File: config.mk
export PLATFORM = sky130hd
export DESIGN_NAME = bcd_digit_sequencer_flat
export DESIGN_NICKNAME = d
export VERILOG_FILES = /design/src/rtl/bcd_digit_sequencer_if.sv /design/src/rtl/bcd_digit_sequencer.sv /design/src/flat_wrapper.sv
export SDC_FILE = /design/constraint.sdc
export NUM_CORES = 1
export LEC_CHECK = 0
export ABC_AREA = 1
export BUFFER_PORTS_ARGS = -buffer_cell sky130_fd_sc_hd__buf_2
export CAP_MARGIN = 20
export CORE_MARGIN = 2
export CORE_UTILIZATION = 29
export CTS_BUF_LIST = sky130_fd_sc_hd__clkbuf_4 sky130_fd_sc_hd__clkbuf_8
export CTS_CLUSTER_DIAMETER = 200
export CTS_CLUSTER_SIZE = 14
export DETAILED_ROUTE_END_ITERATION = 10
export GPL_ROUTABILITY_DRIVEN = 0
export PLACE_DENSITY_LB_ADDON = 0.08
export SYNTH_ARGS = -nofsm -noshare
export SYNTH_HDL_FRONTEND = slang
export SYNTH_SLANG_ARGS = --single-unit
File: constraint.sdc
create_clock -name clk -period 2.6 [get_ports clk]
set_clock_uncertainty 0.05 [all_clocks]
set_input_delay 0.13 -clock clk [delete_from_list [all_inputs] [get_ports clk]]
set_output_delay 0.13 -clock clk [all_outputs]
set_load 0.1 [all_outputs]
File: src/rtl/bcd_digit_sequencer_if.sv
// ---------------------------------------------------------------------------
// bcd_digit_sequencer_if
//   Bundles the three bus groups of the BCD digit sequencer:
//     - input word handshake : in_valid, in_ready, in_bcd
//     - converter side-band  : dig_out, dig_en, conv_in
//     - result handshake     : out_valid, out_ready, out_data, out_err, err_any
//   slave  : the sequencer's view (it accepts words and produces results).
//   master : the view of whoever feeds words, hosts the converter and
//            consumes results.
// ---------------------------------------------------------------------------
interface bcd_digit_sequencer_if #(
  parameter int NDIG = 4,
  parameter int CW   = 5
);
  logic                 in_valid;
  logic                 in_ready;
  logic [4*NDIG-1:0]    in_bcd;
  logic [3:0]           dig_out;
  logic                 dig_en;
  logic [CW-1:0]        conv_in;
  logic                 out_valid;
  logic                 out_ready;
  logic [CW*NDIG-1:0]   out_data;
  logic [NDIG-1:0]      out_err;
  logic                 err_any;

  modport slave (
    input  in_valid, in_bcd, conv_in, out_ready,
    output in_ready, dig_out, dig_en, out_valid, out_data, out_err, err_any
  );

  modport master (
    output in_valid, in_bcd, conv_in, out_ready,
    input  in_ready, dig_out, dig_en, out_valid, out_data, out_err, err_any
  );
endinterface

File: src/rtl/bcd_digit_sequencer.sv
// ---------------------------------------------------------------------------
// bcd_digit_sequencer
//   Time-shares one external combinational BCD digit converter across a
//   packed NDIG-digit BCD word. A word is taken over the in_* handshake,
//   each digit is presented to the converter for two cycles (ISSUE, then
//   CAPTURE) least significant first, the converter result is stored per
//   digit, and the assembled word is returned over the out_* handshake.
//   Digits above 9 are never converted: their field is forced to zero and
//   the matching out_err bit is set.
//
//   Ports:
//     clk  : rising-edge clock
//     rst  : synchronous active-high reset
//     bus  : sequencer view of bcd_digit_sequencer_if (word in, converter
//            side-band, result out)
//     busy : high whenever the sequencer is not IDLE
// ---------------------------------------------------------------------------
module bcd_digit_sequencer #(
  parameter int NDIG = 4,
  parameter int CW   = 5
) (
  input  logic                   clk,
  input  logic                   rst,
  bcd_digit_sequencer_if.slave   bus,
  output logic                   busy
);

  localparam int KW = (NDIG > 1) ? $clog2(NDIG) : 1;

  typedef enum logic [1:0] {IDLE, ISSUE, CAPTURE, DONE} state_t;

  state_t              state;
  logic [4*NDIG-1:0]   sr;
  logic [KW-1:0]       cnt;
  logic                in_ready_q;
  logic [3:0]          dig_out_q;
  logic                dig_en_q;
  logic                out_valid_q;
  logic [CW*NDIG-1:0]  out_data_q;
  logic [NDIG-1:0]     out_err_q;
  logic                err_any_q;

  // The digit in flight is always the low nibble of the shift register.
  logic [3:0]          cur_dig;
  logic                cur_bad;
  logic [4*NDIG-1:0]   sr_next;

  assign cur_dig = sr[3:0];
  assign cur_bad = (cur_dig > 4'd9);
  assign sr_next = sr >> 4;

  always_ff @(posedge clk) begin
    // NOTE: state is updated with non-blocking assignments so every register
    // sees the pre-edge values; reset is sampled here, making it synchronous.
    if (rst) begin
      state       <= IDLE;
      sr          <= '0;
      cnt         <= '0;
      in_ready_q  <= 1'b1;
      dig_out_q   <= '0;
      dig_en_q    <= 1'b0;
      out_valid_q <= 1'b0;
      out_data_q  <= '0;
      out_err_q   <= '0;
      err_any_q   <= 1'b0;
      busy        <= 1'b0;
    end else begin
      case (state)
        IDLE: begin
          if (bus.in_valid && in_ready_q) begin
            sr          <= bus.in_bcd;
            cnt         <= '0;
            out_data_q  <= '0;
            out_err_q   <= '0;
            err_any_q   <= 1'b0;
            // Present digit 0 straight away so ISSUE already drives it.
            dig_out_q   <= bus.in_bcd[3:0];
            dig_en_q    <= 1'b1;
            in_ready_q  <= 1'b0;
            busy        <= 1'b1;
            state       <= ISSUE;
          end
        end

        ISSUE: begin
          // dig_out is left untouched so the converter settles for a full cycle.
          dig_en_q <= 1'b0;
          state    <= CAPTURE;
        end

        CAPTURE: begin
          if (cur_bad) begin
            out_data_q[int'(cnt)*CW +: CW] <= '0;
            out_err_q[cnt]                 <= 1'b1;
            err_any_q                      <= 1'b1;
          end else begin
            out_data_q[int'(cnt)*CW +: CW] <= bus.conv_in;
          end
          sr  <= sr_next;
          cnt <= cnt + KW'(1);
          if (cnt == KW'(NDIG - 1)) begin
            out_valid_q <= 1'b1;
            state       <= DONE;
          end else begin
            dig_out_q <= sr_next[3:0];
            dig_en_q  <= 1'b1;
            state     <= ISSUE;
          end
        end

        DONE: begin
          if (out_valid_q && bus.out_ready) begin
            out_valid_q <= 1'b0;
            in_ready_q  <= 1'b1;
            busy        <= 1'b0;
            state       <= IDLE;
          end
        end

        default: state <= IDLE;
      endcase
    end
  end

  assign bus.in_ready  = in_ready_q;
  assign bus.dig_out   = dig_out_q;
  assign bus.dig_en    = dig_en_q;
  assign bus.out_valid = out_valid_q;
  assign bus.out_data  = out_data_q;
  assign bus.out_err   = out_err_q;
  assign bus.err_any   = err_any_q;

endmodule

File: src/flat_wrapper.sv
// flat-port wrapper written by rule: the top's interface ports become plain ports
module bcd_digit_sequencer_flat 
#(
  parameter int NDIG = 4,
  parameter int CW   = 5
)
  (clk, rst, busy, bus_in_valid, bus_in_bcd, bus_conv_in, bus_out_ready, bus_in_ready, bus_dig_out, bus_dig_en, bus_out_valid, bus_out_data, bus_out_err, bus_err_any);
  bcd_digit_sequencer_if #(.NDIG(NDIG), .CW(CW)) bus_i ();
  input  logic clk;
  input  logic rst;
  output logic busy;
  input wire logic [$bits(bus_i.in_valid)-1:0] bus_in_valid;
  input wire logic [$bits(bus_i.in_bcd)-1:0] bus_in_bcd;
  input wire logic [$bits(bus_i.conv_in)-1:0] bus_conv_in;
  input wire logic [$bits(bus_i.out_ready)-1:0] bus_out_ready;
  output wire logic [$bits(bus_i.in_ready)-1:0] bus_in_ready;
  output wire logic [$bits(bus_i.dig_out)-1:0] bus_dig_out;
  output wire logic [$bits(bus_i.dig_en)-1:0] bus_dig_en;
  output wire logic [$bits(bus_i.out_valid)-1:0] bus_out_valid;
  output wire logic [$bits(bus_i.out_data)-1:0] bus_out_data;
  output wire logic [$bits(bus_i.out_err)-1:0] bus_out_err;
  output wire logic [$bits(bus_i.err_any)-1:0] bus_err_any;
  assign bus_i.in_valid = bus_in_valid;
  assign bus_i.in_bcd = bus_in_bcd;
  assign bus_i.conv_in = bus_conv_in;
  assign bus_i.out_ready = bus_out_ready;
  assign bus_in_ready = bus_i.in_ready;
  assign bus_dig_out = bus_i.dig_out;
  assign bus_dig_en = bus_i.dig_en;
  assign bus_out_valid = bus_i.out_valid;
  assign bus_out_data = bus_i.out_data;
  assign bus_out_err = bus_i.out_err;
  assign bus_err_any = bus_i.err_any;
  bcd_digit_sequencer #(.NDIG(NDIG), .CW(CW)) u_core (.clk(clk), .rst(rst), .bus(bus_i), .busy(busy));
endmodule
== Yosys cells after proc, flatten, opt, wreduce, memory -nomap -nowiden ==
Cells that the tools add are included.
Storage, ports and cells
  latch bits: 0
  register bits after elaboration: 53
  memories kept: 0
  output and inout port bits: 33
  input port bits: 25
  bits in read-only memories: 0
  word-level logic and storage cells: 78
  RAM bits: 0
Cells by class
  $mul: 1
  $add $sub $neg: 2
  bitwise logic cells: 1
  order comparisons: 3
  equal/unequal tests: 9
  div/mod/pow operators: 0
  reduce and logical (&&, ||, !) cells: 15
  multiplexer cells: 33
  shift-type cells: 3
Operators by type and width (count)
  bitwise mux 20 bit: 2
  2-to-1 mux 20 bit: 2
  case mux 20 bit (2 select lines): 1
  negation 32 -> 33 bit: 1
  variable shift 5 x 33 -> 20 bit (first input constant): 1
  indexed part select 5 x 33 -> 20 bit: 1
  indexed part select 5 x 33 -> 20 bit (first input constant): 1
  case mux 16 bit (2 select lines): 1
  2-to-1 mux 16 bit: 1
  2-to-1 mux 4 bit: 4
  case mux 4 bit (2 select lines): 2
  AND reduction 3 bit: 5
  2-to-1 mux 1 bit: 8
  2-to-1 mux 2 bit: 4
  != test 2 x 1 -> 1 bit (second input constant): 4
  case mux 1 bit (2 select lines): 4
  case mux 2 bit (4 select lines): 1
  == test 2 bit (second input constant): 3
  nonzero test 2 bit: 3
  multiplier 2 x 3 -> 5 bit (second input constant): 1
  greater-than comparator 4 bit (second input constant): 1
  bitwise OR 4 bit: 1
  case mux 2 bit (2 select lines): 1
  AND reduction 2 bit: 2
  10 further kinds: 12

== Longest topological paths before layout ==
  depth in word-level cells: 7
  mapped depth: 8
  depth with buffers taken out: 8

== Least setup slack after synthesis ==
OpenSTA, ideal clock, no wires.
  kind: reg2reg
  start: register u_core.in_ready_q, in the netlist u_core.bus.in_ready
  end: register u_core.sr[1]
  data required time: 2.480 ns
  clock period less this slack: 1.956 ns
  library setup time: 0.070 ns
  stages on the path, launching flop included: 6
  arrival: 1.836 ns
  buffers on the path: 1
  setup slack: 0.644 ns
  path through: dfxtp_1 > nand2_1 > a21oi_4 > buf_6 > nand3_1 > a21oi_1
On the way
  word-level cells in the longest chain between the ends: 3
Ends and longest elaborated chain
  from (decl): RTL line bcd_digit_sequencer.sv:35  | logic in_ready_q;
  from (signal assigned): RTL line bcd_digit_sequencer.sv:59  | in_ready_q <= 1'b1;
  from (signal assigned): RTL line bcd_digit_sequencer.sv:79  | in_ready_q <= 1'b0;
  from (signal assigned): RTL line bcd_digit_sequencer.sv:114  | in_ready_q <= 1'b1;
  logical AND 1 bit: RTL line bcd_digit_sequencer.sv:70  | if (bus.in_valid && in_ready_q) begin
  != test 2 x 1 -> 1 bit (no source line)
  AND reduction 2 bit (no source line)
  to (signal assigned): RTL line bcd_digit_sequencer.sv:71  | sr <= bus.in_bcd;
  to (signal assigned): RTL line bcd_digit_sequencer.sv:99  | sr <= sr_next;
  to (decl): RTL line bcd_digit_sequencer.sv:33  | logic [4*NDIG-1:0] sr;
Every way passes these cells.
A chain may end at the register's enable or synchronous reset.

== Final worst setup path ==
  start: register u_core.cnt[0]
  end: register u_core.out_data_q[12], in the netlist u_core.bus.out_data[12]
On the way
  word-level cells in the longest chain between the ends: 6
  elaborated cells on any way between the ends: 9
  those cells by class: 1 x add/sub; 1 x mul; 3 x shift; 4 x mux
Ends and longest elaborated chain
  from (decl): RTL line bcd_digit_sequencer.sv:34  | logic [KW-1:0] cnt;
  from (signal assigned): RTL line bcd_digit_sequencer.sv:100  | cnt <= cnt + KW'(1);
  multiplier 2 x 3 -> 5 bit *: RTL line bcd_digit_sequencer.sv:93, bcd_digit_sequencer.sv:97
  negation 32 -> 33 bit *: RTL line bcd_digit_sequencer.sv:93, bcd_digit_sequencer.sv:97
  indexed part select 5 x 33 -> 20 bit (tied with other cells): RTL line bcd_digit_sequencer.sv:97  | out_data_q[int'(cnt)*CW +: CW] <= bus.conv_in;
  bitwise mux 20 bit (on tied branches): RTL line bcd_digit_sequencer.sv:97, bcd_digit_sequencer.sv:93
  2-to-1 mux 20 bit *: RTL line bcd_digit_sequencer.sv:92  | if (cur_bad) begin
  case mux 20 bit (2 select lines) *: RTL line bcd_digit_sequencer.sv:68  | case (state)
  to (signal, indexed assignment): RTL line bcd_digit_sequencer.sv:97
  to (decl): RTL line bcd_digit_sequencer.sv:39  | logic [CW*NDIG-1:0] out_data_q;
Every way passes the cells marked *; elsewhere a longest branch is shown, timed or not.

==> impl_metrics.env <==
export IMPL_outcome="finished clean"
export IMPL_port_buffers=57
export IMPL_ys_top_cells_by_count="93 x nand2_1, 52 x dfxtp_1, 48 x nor2_1"
export IMPL_io_pins=58
export IMPL_cp_arrival_ns=2.07
export IMPL_wire_per_inst_um=12.6
export IMPL_dr_pass1_iters=4
export IMPL_setup_viol=0
export IMPL_tightest_slew_ns=0.778
export IMPL_synth_largest_area_cell="dfxtp_1"
export IMPL_rows=33
export IMPL_ctsResizeCount=0
export IMPL_final_cell_count_no_fill=509
export IMPL_grt_pass1_vias=2207
export IMPL_maxSlewViolCount=0
export IMPL_critPathMaxFanout=10
export IMPL_leakagePower_nw=1.32
export IMPL_cts_root_buffer_cell="clkbuf_8"
export IMPL_clk_latency_ns=0.31
export IMPL_die_area_um2=9250
export IMPL_path_depth=6
export IMPL_post_cts_buffers=0
export IMPL_fmax_mhz=535
export IMPL_cts_buffer_depth=2
export IMPL_worst_path_buf_inv=1
export IMPL_n_antenna_cell=0
export IMPL_fin_crit_ns=1.87
export IMPL_synth_ff_type="dfxtp_1"
export IMPL_cts_max_level=2
export IMPL_start_util_pct=30.0
export IMPL_syn_area_um2=2460
export IMPL_routed_wl_mm=6.43
export IMPL_drive_gt1_share_pct=19.6
export IMPL_drtIter0Drc=115
export IMPL_yosys_warnings=0
export IMPL_cts_hold_buffers=0
export IMPL_core_area_um2=8220
export IMPL_post_place_cells=501
export IMPL_yosysUniqueCellTypes=20
export IMPL_fp_dieW_um=96.2
export IMPL_synth_top_area_share_pct=42.3
export IMPL_grt_ovfl_total=0
export IMPL_path_cells="inv_1 -> ha_1 -> nand3_1 -> nor2_1 -> nand3_1 -> a21oi_1"
export IMPL_rsz0062_at_grt="no"
export IMPL_ys_seq_elements=52
export IMPL_slowest_stage="dfxtp_1"
export IMPL_dp_hpwl_mm=4.54
export IMPL_worst_r2r_path_depth=6
export IMPL_hold_violations=0
export IMPL_synth_area_leaders="dfxtp_1 42%, nand2_1 14%, nand3_1 8.9%"
export IMPL_slew_headroom_pct=47.6
export IMPL_grt_usage_pct=15.0
export IMPL_area_growth_pct=18.1
export IMPL_holdCritPathClass="input port to register"
export IMPL_setup_tns_ns=0
export IMPL_netlist_instances=350
export IMPL_path_class="register to register"
export IMPL_grt_start_max_net_pins=32
export IMPL_powerDensity_nw_per_um2=655
export IMPL_crit_top_cell="nand3_1"
export IMPL_post_dp_cell_area_um2=2800
export IMPL_cts_buffers=5
export IMPL_drc=0
export IMPL_synth_nets=383
export IMPL_fin_crit_sh_pct=71.9
export IMPL_stdcell_area_um2=2910
export IMPL_critPathLaunchType="register"
export IMPL_yosysSeqAreaShare_pct=42.3
export IMPL_crit_path_end_kind="register"
export IMPL_synth_edf_count=0
export IMPL_cap_violations=0
export IMPL_antenna_found_initial=0
export IMPL_fin_nets=436
export IMPL_required_ns=2.80
export IMPL_postRouteAntennaNets=0
export IMPL_final_core_util_pct=35.4
export IMPL_whs_path_depth=3
export IMPL_clock_sinks=52
export IMPL_slowest_delay_ns=0.54
export IMPL_async_flop_share_pct=0
export IMPL_critPathTopFamily="flip-flops"
export IMPL_synthesis_area_per_instance_um2=7.04
export IMPL_clk_pin_slew_ns=0.10
export IMPL_die_y_um=96.2
export IMPL_ir_drop_mv=0.231
export IMPL_vias=2301
export IMPL_grt_pass1_wl_mm=10.8
export IMPL_vias_per_cell=4.52
export IMPL_cts_tree="yes"
export IMPL_synth_most_common_cell="nand2_1"
[cells in the final DEF, fill, tap and decap left out, drive strengths merged]
| cell type | instances |
|---|---|
| clkinv | 2 |
| ha | 8 |
| o22ai | 1 |
| buf | 59 |
| o21ai | 11 |
| bufinv | 1 |
| inv | 32 |
| a21o | 1 |
| a21oi | 37 |
| nand3 | 44 |
| nand2 | 101 |
| nor2 | 49 |
| dfxtp | 52 |
| clkbuf | 6 |
[per-layer routing]
| metal | track usage, % | part of all wire (%) |
|---|---|---|
| met5 | 0 | 0 |
| met4 | 3.93 | 0.85 |
| met3 | 3.21 | 4.5 |
| met2 | 22.7 | 42 |
| met1 | 21.6 | 53 |
[worst register-to-register path, delay by kind of cell, from the launching register on]
| kind | cells | cell delay, ns |
|---|---|---|
| buffers and inverters | 1 | 0.23 |
| AND/OR/NAND/NOR | 3 | 0.43 |
| adder cells (fa/ha/maj) | 1 | 0.41 |
| AO/OA/AOI/OAI | 1 | 0.15 |
| flip-flops | 1 | 0.54 |
[cell families (layout without fill, tap and decap cells)]
logic type | count (synthesis) | in the layout | synth area share (%)
flip-flops | 52 | 52 | 42.3
AND/OR/NAND/NOR | 194 | 194 | 33.7
buffers and inverters | 46 | 100 | 9.19
AO/OA/AOI/OAI | 50 | 50 | 10.8
adder cells (fa/ha/maj) | 8 | 8 | 4.06
[metrics by stage]
step | setup WS (ns) | power [mW] | hold WS [ns]
after floorplan | 0.644 | 1.28 | 0.228
after global placement | 0.832 | 1.36 | 0.336
after detailed placement | 0.792 | 1.36 | 0.337
after CTS | 0.736 | 1.93 | 0.000329
after global routing | 0.519 | 2.02 | 0.000414
final | 0.730 | 1.91 | 0.0100
[worst paths after layout]
check                   startpoint                      end  slack [ns]
max                  u_core.cnt[0]  u_core.bus.out_data[12]        0.73
min                 bus_in_bcd[12]            u_core.sr[12]        0.01
max reg2reg          u_core.cnt[0]  u_core.bus.out_data[12]        0.73
min reg2reg  u_core.bus.out_err[3]    u_core.bus.out_err[3]        0.40
[registers in the layout, indices dropped and copies added, names as in the netlist, 2 cells and up]
name and flops:
u_core.cnt 2, u_core.bus.dig_out 4, u_core.sr 15, u_core.bus.out_err 4
u_core.state 2, u_core.bus.out_data 20
[cell type report]
| class | instances | area (µm²) |
|---|---|---|
| clock buffer | 6 | 76.3 |
| clock inverter | 2 | 35.0 |
| inverter | 33 | 129 |
| sequential | 52 | 1040 |
| tap | 105 | 131 |
| fill | 943 | 5310 |
| multi-input combinational | 252 | 1200 |
| timing repair buffer | 59 | 300 |
[where the power goes]
part	switching, mW	internal [mW]	leakage [nW]
clock network	0.275	0.297	0.0586
logic	0.344	0.105	0.839
registers	0.0366	0.849	0.424
total	0.655	1.25	1.32
Note: power is estimated with default switching activity, not from simulation.
